$ cat src/rtl/split_eval_pkg.sv
// Shared types and constants for the serial split-constraint evaluator.
//   state_e    : frame FSM states (IDLE, ACCUM, DONE)
//   MODE_*     : verdict mode encodings
//   DEF_*      : default widths / frame size
package split_eval_pkg;

  typedef enum logic [1:0] {
    IDLE  = 2'd0,
    ACCUM = 2'd1,
    DONE  = 2'd2
  } state_e;

  localparam int unsigned MODE_TRUE  = 0;
  localparam int unsigned MODE_SUM   = 1;
  localparam int unsigned MODE_RANGE = 2;

  localparam int unsigned DEF_NUM_VARS = 35;
  localparam int unsigned DEF_VAR_W    = 16;
  localparam int unsigned DEF_ACC_W    = 24;

endpackage

$ cat src/rtl/split_eval_acc.sv
// Frame sum accumulator with sticky overflow.
// Build option: SPLIT_EVAL_SAT_EN -- when defined the sum saturates at all-ones
// and stays there for the rest of the frame; otherwise it wraps.
// Ports:
//   clk, rst   : clock, synchronous active-high reset
//   clr        : zero sum and overflow (end of frame)
//   load       : start a new sum with din (first beat)
//   add        : add din to the running sum
//   din        : zero-extended variable value
//   acc_nxt_c  : sum value taking effect at the next edge
//   ovf_nxt_c  : overflow flag taking effect at the next edge
module split_eval_acc #(
  parameter int unsigned ACC_W = 24
) (
  input  logic             clk,
  input  logic             rst,
  input  logic             clr,
  input  logic             load,
  input  logic             add,
  input  logic [ACC_W-1:0] din,
  output logic [ACC_W-1:0] acc_nxt_c,
  output logic             ovf_nxt_c
);

  logic [ACC_W-1:0] acc_q;
  logic             ovf_q;
  logic [ACC_W:0]   sum;

  // Next sum; bit ACC_W of the widened add is the carry-out
  always_comb begin
    sum       = {1'b0, acc_q} + {1'b0, din};
    acc_nxt_c = acc_q;
    ovf_nxt_c = ovf_q;
    if (clr) begin
      acc_nxt_c = '0;
      ovf_nxt_c = 1'b0;
    end else if (load) begin
      acc_nxt_c = din;
      ovf_nxt_c = 1'b0;
    end else if (add) begin
      ovf_nxt_c = ovf_q | sum[ACC_W];
`ifdef SPLIT_EVAL_SAT_EN
      acc_nxt_c = (ovf_q | sum[ACC_W]) ? '1 : sum[ACC_W-1:0];
`else
      acc_nxt_c = sum[ACC_W-1:0];
`endif
    end
  end

  always_ff @(posedge clk) begin
    if (rst) begin
      acc_q <= '0;
      ovf_q <= 1'b0;
    end else begin
      acc_q <= acc_nxt_c;
      ovf_q <= ovf_nxt_c;
    end
  end

endmodule

$ cat src/rtl/split_stream_eval.sv
// Serial split-constraint evaluator: counts, sums and range-checks one frame of
// variables arriving on a valid/ready stream, then emits one verdict per frame.
// Build option: SPLIT_EVAL_SAT_EN (saturating sum, see split_eval_acc).
// Ports:
//   clk, rst             : clock, synchronous active-high reset
//   cfg_limit            : sum limit (MODE_SUM), sampled on the first beat
//   cfg_bound            : per-beat bound (MODE_RANGE), qualified with in_data
//   in_valid/in_ready    : variable beat handshake
//   in_data, in_last     : variable value, final beat of frame
//   out_valid/out_ready  : verdict handshake
//   out_x                : constraint satisfied
//   out_err              : beat count differed from NUM_VARS
module split_stream_eval
  import split_eval_pkg::*;
#(
  parameter int unsigned NUM_VARS = DEF_NUM_VARS,
  parameter int unsigned VAR_W    = DEF_VAR_W,
  parameter int unsigned ACC_W    = DEF_ACC_W,
  parameter int unsigned MODE     = MODE_TRUE
) (
  input  logic             clk,
  input  logic             rst,
  input  logic [ACC_W-1:0] cfg_limit,
  input  logic [VAR_W-1:0] cfg_bound,
  input  logic             in_valid,
  output logic             in_ready,
  input  logic [VAR_W-1:0] in_data,
  input  logic             in_last,
  output logic             out_valid,
  input  logic             out_ready,
  output logic             out_x,
  output logic             out_err
);

  // Count saturates at NUM_VARS+1 so any surplus beats still read as an error
  localparam int unsigned CNT_W = $clog2(NUM_VARS + 2);
  localparam logic [CNT_W-1:0] CNT_MAX = CNT_W'(NUM_VARS + 1);
  localparam logic [CNT_W-1:0] CNT_EXP = CNT_W'(NUM_VARS);

  state_e           state_q, state_d;
  logic [CNT_W-1:0] count_q, count_d;
  logic             ok_q, ok_d;
  logic [ACC_W-1:0] limit_q, limit_d;
  logic             in_ready_d, out_valid_d, out_x_d, out_err_d;
  logic             acc_clr, acc_load, acc_add;
  logic [ACC_W-1:0] acc_nxt;
  logic             ovf_nxt;
  logic [ACC_W-1:0] din_ext;
  logic             beat, bound_ok, err_n, pass_n;

  assign beat    = in_valid & in_ready;
  assign din_ext = ACC_W'(in_data);

  split_eval_acc #(.ACC_W(ACC_W)) u_acc (
    .clk       (clk),
    .rst       (rst),
    .clr       (acc_clr),
    .load      (acc_load),
    .add       (acc_add),
    .din       (din_ext),
    .acc_nxt_c (acc_nxt),
    .ovf_nxt_c (ovf_nxt)
  );

  // State register
  always_ff @(posedge clk) begin
    if (rst) state_q <= IDLE;
    else     state_q <= state_d;
  end

  // Next-state logic
  always_comb begin
    state_d = state_q;
    unique case (state_q)
      IDLE:    if (beat) state_d = in_last ? DONE : ACCUM;
      ACCUM:   if (beat && in_last) state_d = DONE;
      DONE:    if (out_valid && out_ready) state_d = IDLE;
      default: state_d = IDLE;
    endcase
  end

  // Datapath controls and next values of the registered outputs; the verdict
  // is computed from next-state values so it is valid the cycle after in_last
  always_comb begin
    acc_clr     = 1'b0;
    acc_load    = 1'b0;
    acc_add     = 1'b0;
    count_d     = count_q;
    ok_d        = ok_q;
    limit_d     = limit_q;
    out_x_d     = out_x;
    out_err_d   = out_err;
    err_n       = 1'b0;
    pass_n      = 1'b1;
    bound_ok    = (MODE != MODE_RANGE) || (in_data <= cfg_bound);

    unique case (state_q)
      IDLE: if (beat) begin
        limit_d  = cfg_limit;
        acc_load = 1'b1;
        ok_d     = bound_ok;
        count_d  = CNT_W'(1);
      end
      ACCUM: if (beat) begin
        acc_add = 1'b1;
        ok_d    = ok_q & bound_ok;
        if (count_q != CNT_MAX) count_d = count_q + CNT_W'(1);
      end
      DONE: if (out_valid && out_ready) begin
        acc_clr = 1'b1;
        count_d = '0;
        ok_d    = 1'b1;
      end
      default: ;
    endcase

    if (MODE == MODE_SUM)        pass_n = !ovf_nxt && (acc_nxt <= limit_d);
    else if (MODE == MODE_RANGE) pass_n = ok_d;
    else                         pass_n = 1'b1;
    err_n = (count_d != CNT_EXP);

    in_ready_d  = (state_d != DONE);
    out_valid_d = (state_d == DONE);
    if (state_q != DONE && state_d == DONE) begin
      out_err_d = err_n;
      out_x_d   = !err_n && pass_n;
    end else if (state_d != DONE) begin
      out_err_d = 1'b0;
      out_x_d   = 1'b0;
    end
  end

  // Counter, flags and registered outputs
  always_ff @(posedge clk) begin
    if (rst) begin
      count_q   <= '0;
      ok_q      <= 1'b1;
      limit_q   <= '0;
      in_ready  <= 1'b1;
      out_valid <= 1'b0;
      out_x     <= 1'b0;
      out_err   <= 1'b0;
    end else begin
      count_q   <= count_d;
      ok_q      <= ok_d;
      limit_q   <= limit_d;
      in_ready  <= in_ready_d;
      out_valid <= out_valid_d;
      out_x     <= out_x_d;
      out_err   <= out_err_d;
    end
  end

endmodule
$ cat config.mk
export PLATFORM = sky130hd
export DESIGN_NAME = split_stream_eval
export DESIGN_NICKNAME = d
export VERILOG_FILES = /design/src/rtl/split_eval_pkg.sv /design/src/rtl/split_eval_acc.sv /design/src/rtl/split_stream_eval.sv
export SDC_FILE = /design/constraint.sdc
export NUM_CORES = 1
export LEC_CHECK = 0
export ABC_AREA = 1
export CAP_MARGIN = 20
export CORE_ASPECT_RATIO = 0.6
export CORE_MARGIN = 2
export CORE_UTILIZATION = 28
export DETAILED_ROUTE_END_ITERATION = 8
export PLACE_DENSITY = 0.73
export REMOVE_ABC_BUFFERS = 1
export SLEW_MARGIN = 20
export SYNTH_ARGS = -nofsm -noshare
export SYNTH_HDL_FRONTEND = slang
export SYNTH_SLANG_ARGS = --single-unit
$ cat constraint.sdc
create_clock -name clk -period 1.4 [get_ports clk]
set_input_delay 0.35 -clock clk [delete_from_list [all_inputs] [get_ports clk]]
set_output_delay 0.35 -clock clk [all_outputs]
set_load 0.05 [all_outputs]
# After elaboration in Yosys (flattened, before gate mapping)
# Index checks and enable logic that the tools add are counted.
[classes]
n_addsub = 1
n_eq_ne = 7
muxes = 13
n_bitwise = 1
n_reduce_logical = 6
[op_table]
columns = ["op", "count"]
rows = [
  ["two-way mux 6 bit", 4],
  ["one-hot mux 6 bit (3 select lines)", 1],
  ["inequality test 6 bit, second input constant", 2],
  ["two-way mux 2 bit", 4],
  ["adder 6 x 1 -> 6 bit, second input constant", 1],
  ["one-hot mux 2 bit (3 select lines)", 1],
  ["== test 2 bit, second input constant", 2],
  ["inequality test 2 bit, second input constant", 2],
  ["logical AND 1 bit", 3],
  ["two-way mux 1 bit", 3],
  ["== test 2 x 1 -> 1 bit, second input constant", 1],
  ["zero test 2 bit", 1],
  ["nonzero test 2 bit", 1],
  ["AND 1 bit", 1],
  ["zero test 1 bit", 1],
]
[totals]
regBits = 12
elab_cells = 34

# Logic depth before layout (Yosys ltp)
# Gate-level depths: netlist of the first run.
[depth]
word_depth = 7
depth_mapped = 12
mapped_depth_nobuf = 12

# Worst setup path after synthesis of the first run
# OpenSTA, ideal clock, no wires.
[synth_path]
kind = "flip-flop to flip-flop"
from = "reg in_ready"
to = "reg out_err"
setup_time_ns = 0.130
arrival_ns = 1.484
required_ns = 1.270
slack_ns = -0.214
stages_incl_launch_ff = 12
n_path_buf = 0
period_less_slack_ns = 1.614
cell_sequence = "dfxtp_1 nand2_4 inv_4 nand2_2 nand2_4 o21ai_1 nand2_1 nand2_2 nor2_1 nand3_1 nand2_1 a21oi_1"
[synth_between]
elab_chain_len = 7
elab_cells_between_ends = 14
[synth_lines]
columns = ["item", "line", "rtl"]
rows = [
  ["from (decl)", "split_stream_eval.sv:26", "output logic in_ready,"],
  ["from (signal assigned)", "split_stream_eval.sv:147", "in_ready <= in_ready_d;"],
  ["AND 1 bit (*)", "split_stream_eval.sv:51", "assign beat = in_valid & in_ready;"],
  ["logical AND 1 bit", "split_stream_eval.sv:76", "ACCUM: if (beat && in_last) state_d = DONE;"],
  ["two-way mux 2 bit", "split_stream_eval.sv:76", ""],
  ["one-hot mux 2 bit (3 select lines)", "split_stream_eval.sv:74", "unique case (state_q)"],
  ["== test 2 bit", "split_stream_eval.sv:124", "if (state_q != DONE && state_d == DONE) begin"],
  ["logical AND 1 bit", "split_stream_eval.sv:124", ""],
  ["two-way mux 1 bit / nonzero test 2 bit (equally long branches)", "n/a", ""],
  ["to (signal assigned)", "split_stream_eval.sv:150", "out_err <= out_err_d;"],
  ["to (decl)", "split_stream_eval.sv:32", "output logic out_err"],
]
# Every way passes the cells marked *; elsewhere a longest branch is shown, timed or not.
# A chain may end at the register's enable or synchronous reset.

# Worst setup path in the final report of the first run
[layout_path]
from = "reg count_q[2]"
to = "reg out_x"
[layout_between]
elab_chain_len = 7
elab_cells_between_ends = 10
[layout_lines]
columns = ["item", "line", "rtl"]
rows = [
  ["from (decl)", "split_stream_eval.sv:41", "logic [CNT_W-1:0] count_q, count_d;"],
  ["from (signal assigned)", "split_stream_eval.sv:144", "count_q <= count_d;"],
  ["adder 6 x 1 -> 6 bit / inequality test 6 bit (equally long branches)", "split_stream_eval.sv:107", "if (count_q != CNT_MAX) count_d = count_q + CNT_W'(1);"],
  ["two-way mux 6 bit", "split_stream_eval.sv:107", ""],
  ["two-way mux 6 bit", "split_stream_eval.sv:104", "ACCUM: if (beat) begin"],
  ["one-hot mux 6 bit (3 select lines) (*)", "split_stream_eval.sv:97", "unique case (state_q)"],
  ["inequality test 6 bit (*)", "split_stream_eval.sv:120", "err_n = (count_d != CNT_EXP);"],
  ["zero test 1 bit (*)", "split_stream_eval.sv:126", "out_x_d = !err_n && pass_n;"],
  ["two-way mux 1 bit (*)", "split_stream_eval.sv:124", ""],
  ["to (signal assigned)", "split_stream_eval.sv:149", "out_x <= out_x_d;"],
  ["to (decl)", "split_stream_eval.sv:31", "output logic out_x,"],
]
# Marks and branches as above.

==> results of run 1 <==
how the worst min path moves through the flow:
stage                  startpoint                     to  slack, ps  depth (start not counted)
6_report       out_x$_SDFFE_PP0P_     out_x$_SDFFE_PP0P_        500                          2
3_5_place_dp   out_x$_SDFFE_PP0P_     out_x$_SDFFE_PP0P_        500                          2
5_1_grt        out_x$_SDFFE_PP0P_     out_x$_SDFFE_PP0P_        520                          2
2_1_floorplan                 rst  count_q[2]$_SDFF_PP0_        420                          1
3_3_place_gp   out_x$_SDFFE_PP0P_     out_x$_SDFFE_PP0P_        500                          2
4_1_cts        out_x$_SDFFE_PP0P_     out_x$_SDFFE_PP0P_        500                          2
routing by layer:
layer  track usage, %  up-vias  part of all wire [%]
met2             24.8       23                    48
met3             4.42        3                   5.0
li1                 -      417                     -
met5                0        -                     0
met4             6.15        0                  0.77
met1             19.5      371                    46
per-stage QoR:
step / hold WS [ps] / power [W]
finish: 501 / 0.00101
detailed placement: 499 / 0.000584
CTS: 503 / 0.000990
floorplan: 419 / 0.000475
global placement: 497 / 0.000578
global route: 519 / 0.00106
logic make-up after synthesis:
family	Yosys count	synth area share, %
fa+ha+maj	2	3.40
compound gates	16	12.1
flops	12	32.7
buf+inv	16	9.69
simple gates	65	42.2
power groups by stage:
stage                     Combinational, W  Clock, W  Sequential, W
after floorplan                  0.0000783         0       0.000397
after global placement            0.000199         0       0.000379
after detailed placement          0.000205         0       0.000379
after CTS                         0.000226  0.000390       0.000374
after global routing              0.000274  0.000410       0.000379
final                             0.000256  0.000380       0.000377
critical path, cell delays in order, from the launching register on:
cell,delay (ps)
dfxtp_2,400
inv_1,90
nor2_1,170
nand3_4,130
nand2_4,90
nand2_4,60
a21oi_4,150
nor2_1,50
nand4_1,100
a21oi_1,70
flip-flops by register name, summed over array words and instances (netlist names):
| name | cells |
|---|---|
| state_q | 2 |
| count_q | 6 |
| in_ready | 1 |
| out_valid | 1 |
| out_x | 1 |
| out_err | 1 |
cell usage after synthesis:
library cell / number / area, um2
inv_4: 1 / 6.26
nand4_1: 1 / 6.26
a21oi_2: 1 / 8.76
ha_1: 2 / 25.0
nand3_1: 9 / 45.0
nor2_2: 4 / 25.0
inv_1: 10 / 37.5
o21bai_1: 2 / 15.0
nor3b_1: 1 / 7.51
dlymetal6s2s_1: 1 / 12.5
nor3_1: 1 / 5.00
inv_2: 3 / 11.3
a21oi_1: 9 / 45.0
clkinv_1: 1 / 3.75
nand2_4: 2 / 22.5
nand2_2: 4 / 25.0
nand2_1: 28 / 105
nand3_2: 2 / 20.0
o21ai_1: 4 / 20.0
nor2_1: 13 / 48.8
dfxtp_1: 12 / 240
repair_timing:
item,CTS,global route
hold buffers,0,0
pin swaps,13,3
setup buffers,4,0
endpoints found under the setup margin,8,5
gates resized for setup,26,18
cell type report:
cell class / count / area [um2] / area share (%)
multi-input combinational: 83 / 567 / 45.0
sequential: 12 / 251 / 20.0
inverter: 15 / 63.8 / 5.06
tap: 32 / 40.0 / 3.18
timing repair buffer: 30 / 283 / 22.4
clock buffer: 4 / 55.1 / 4.37
==> impl_metrics.yaml, run 1 <==
outcome:
  outcome: "finished, violations left"
  violations: "setup timing"
power:
  pwr-share-seq_pct: 37.2
  p_leak_nw: 0.542
  swShare_pct: 28.7
  netSwitchingPower_w: 0.000290
  clockPowerShare_pct: 37.5
  powerDensity_mw_per_mm2: 804
  vdd_drop_max_mv: 0.675
  p_int_w: 0.000723
  pwr-share-comb_pct: 25.3
place:
  hpwlAfterDp_um: 1520
  port_buffers: 8
  dp.cells: 168
  place_ws_ps: -466
  gp_congestion: 0.951
  post_dp_cell_area_mm2: 0.00102
global_route:
  grt_max_degree: 12
  antenna_found_initial: 0
  grt_usage_pct: 15.3
  grt_pass1_wl_um: 3560
  grt_overflow: 0
  grt_pass1_vias: 789
yosys:
  synth.distinct_cells: 21
  yosys_warnings: 0
  synth-seq-cells: 12
  yosysSeqAreaShare_pct: 32.7
  post_synth.cell_area_avg_um2: 6.63
  synthCells: 111
  syn_area_um2: 736
route:
  drtIter0Drc: 49
  final_antenna_net_count: 0
  num_vias: 814
  drc: 0
  firstDrtPassIters: 4
  wl_per_cell_um: 12.6
  routed_via_density: 4.63
  routed_wl_um: 2220
floorplanning:
  core.rowCount: 14
  ios: 65
  start_util_pct: 29.4
  die_y_um: 43.7
  core-area_mm2: 0.00250
  die_w_um: 70.2
  die-area_mm2: 0.00307
worst_setup_path:
  path_max_fanout: 5
  crit_path_end: "out_x$_SDFFE_PP0P_"
  r2r_setup_slack_ps: -40
  ff2ff_path_depth: 9
  cp-startpoint: "count_q[2]$_SDFF_PP0_"
  crit_arrival_ps: 1560
  required_ps: 1510
  end_kind: "register"
  crit_type: "register to register"
  reg2reg_from: "count_q[2]$_SDFF_PP0_"
  start_kind: "register"
  reg2reg_to: "out_x$_SDFFE_PP0P_"
cts:
  cts_buffers: 3
  path_clk_slew_ps: 50
  ctsHtreeMaxLevel: 1
  clock-sinks: 12
  cts-root-buf: "clkbuf_8"
  clk_path_buf_depth: 2
  cts_tree: "built"
  clkLatencyLatePin_ps: 240
sta:
  finClkSkew_ps: 1.39
  rsz0062_at_grt: "true"
  tightest_slew_ps: 390
  maxSlewHeadroom_pct: 73.9
  worst_slack_ps: -44.1
  max_freq_ghz: 0.692
  setup-violations-final: 2
  fin_crit_ps: 1440
  maxSlewViolCount: 0
  hold_viol_final: 0
  period_share_pct: 103
  finalSetupTns_ps: -58.3
cells_and_area:
  fillCellCount: 265
  stdcell_count: 176
  synthToLayoutAreaGrowth_pct: 71.3
  drive_gt1_share_pct: 50.7
  finalInstanceArea_mm2: 0.00126
  fin_util_pct: 50.3
  final_cell_mix: "22 x nand2_1, 22 x buf_4, 12 x nor2_1, 7 x inv_1, 7 x dfxtp_1"
  nNetsFinal: 208
  antenna-diode-count: 0
hold_path:
  hp-class: "register to register"
flow_run:
  cap_violations: 0
Power figures use the tool's default switching activity.
==> run 2, diff against run 1 <==
CORE_UTILIZATION = 29   (was 28)
CTS_BUF_LIST = sky130_fd_sc_hd__clkbuf_4 sky130_fd_sc_hd__clkbuf_8   (was unset)
PLACE_DENSITY = 0.75   (was 0.73)
==> impl_metrics.yaml, run 2 (synthesized netlist as in run 1, its figures left out) <==
outcome:
  outcome: "finished, violations left"
  violations: "setup timing"
power:
  netSwitchingPower_w: 0.000279
  pwr-share-seq_pct: 40.1
  pwr-share-comb_pct: 27.0
  powerDensity_mw_per_mm2: 763
  p_leak_nw: 0.521
  swShare_pct: 29.6
  clockPowerShare_pct: 32.9
  p_int_w: 0.000663
  vdd_drop_max_mv: 0.792
cts:
  clk_path_buf_depth: 2
  hold_buffers: 0
  ctsHtreeMaxLevel: 1
  cts-root-buf: "clkbuf_8"
  clkLatencyLatePin_ps: 240
  clock-sinks: 12
  cts_tree: "built"
  path_clk_slew_ps: 50
  cts_buffers: 3
route:
  drc: 0
  drtIter0Drc: 37
  wl_per_cell_um: 14.2
  firstDrtPassIters: 4
  routed_via_density: 4.99
  final_antenna_net_count: 0
  num_vias: 873
  routed_wl_um: 2490
global_route:
  grt_util_met2_pct: 28.8
  grt_overflow: 0
  grt_max_degree: 7
  grt_usage_pct: 16.0
  grt_pass1_vias: 840
  grt_util_met3_pct: 4.75
  gr-usage-met1_pct: 18.7
  antenna_found_initial: 0
  grt_busiest_layer: "met2"
  grt_pass1_wl_um: 3680
cells_and_area:
  largest_register: "count_q"
  reg.largest.list: "count_q: 6 flops, state_q: 2 flops"
  nNetsFinal: 208
  drive_gt1_share_pct: 51.7
  final_cell_mix: "22 x nand2_1, 22 x buf_4, 10 x nor2_1, 8 x nand2_2"
  finalInstanceArea_mm2: 0.00123
  largest_reg_flops: 6
  antenna-diode-count: 0
  synthToLayoutAreaGrowth_pct: 67.7
sta:
  hold_ws_ps: 516
  setup-violations-final: 2
  maxSlewHeadroom_pct: 82.1
  fin_crit_ps: 1440
  rsz0062_at_grt: "true"
  hold_viol_final: 0
  maxSlewViolCount: 0
  tightest_slew_ps: 267
  max_freq_ghz: 0.695
  finClkSkew_ps: 0.527
  worst_slack_ps: -39.6
  period_share_pct: 103
floorplanning:
  start_util_pct: 30.0
  core.rowCount: 14
  die_y_um: 43.0
  die_w_um: 69.0
  core-area_mm2: 0.00245
  die-area_mm2: 0.00297
  ios: 65
place:
  gp_congestion: 0.883
  port_buffers: 8
  post_dp_cell_area_mm2: 0.00103
  hpwlAfterDp_um: 1620
flow_run:
  cap_violations: 0
worst_setup_path:
  crit_arrival_ps: 1570
  end_kind: "register"
  required_ps: 1530
  path_max_fanout: 4
  start_kind: "register"
  crit_type: "register to register"
hold_path:
  hp-class: "register to register"
[run 2: changes by cell type in the layout (fill, tap and decap cells not counted), sizes merged]
cell,previous run,this run
clkbuf,4,3
[run 2: metrics by stage]
| stage | setup TNS, ps | worst slack [ps] | instances | total power, W | util [%] |
|---|---|---|---|---|---|
| 2_1_floorplan | -389 | -201 | 110 | 0.000475 | - |
| 3_3_place_gp | -2970 | -402 | 170 | 0.000581 | 42.1 |
| 3_5_place_dp | -3490 | -425 | 170 | 0.000589 | 42.1 |
| 4_1_cts | 0 | 1.25 | 175 | 0.000917 | 46.9 |
| 5_1_grt | -203 | -99.2 | 175 | 0.000986 | 50.3 |
| 6_report | -43.6 | -39.6 | 175 | 0.000942 | 50.3 |
[run 2: worst max-delay path, cell delays in order (launching register included)]
cell and delay [ps]:
dfxtp_4 370, inv_2 50, ha_4 150, nand2_4 60, inv_4 50, nand3_4 90, nand2_2 70, nand2_2 80
nand2_2 60, a21oi_2 140, nand3_1 80, nand2_1 80, a21oi_2 50
[run 2: per-layer routing]
metal / up-vias / part of all wire, % / wire (um)
met4: 0 / 1.2 / 31
met3: 6 / 5.7 / 142
met2: 36 / 50 / 1260
li1: 418 / - / -
met1: 413 / 42 / 1060
met5: - / 0 / 0
[run 2: area by class of cell]
cell class,count,area [um2]
Fill cell,249,1220
Tap cell,32,40.0
Multi-Input combinational cell,83,554
Clock buffer,3,41.3
Inverter,15,63.8
Sequential cell,12,251
Timing Repair Buffer,30,283
[run 2: power by group through the flow]
stage	Combinational, W	Sequential [W]	Clock (W)
4_1_cts	0.000228	0.000375	0.000314
5_1_grt	0.000270	0.000379	0.000337
3_5_place_dp	0.000209	0.000380	0
2_1_floorplan	0.0000783	0.000397	0
3_3_place_gp	0.000203	0.000378	0
6_report	0.000254	0.000378	0.000310
[run 2: final timing paths]
| path | start | to | slack (ps) | cells after the start |
|---|---|---|---|---|
| setup reg to reg | count_q[0]$_SDFF_PP0_ | out_err$_SDFFE_PP0P_ | -40 | 12 |
| hold / removal | out_x$_SDFFE_PP0P_ | out_x$_SDFFE_PP0P_ | 520 | 2 |
| setup / recovery | count_q[0]$_SDFF_PP0_ | out_err$_SDFFE_PP0P_ | -40 | 12 |
| hold reg to reg | out_x$_SDFFE_PP0P_ | out_x$_SDFFE_PP0P_ | 520 | 2 |
[run 2: what timing repair did]
item	CTS	global route
setup buffers	2	0
setup endpoints to repair	9	5
resized for setup	22	21
pin swaps	12	12
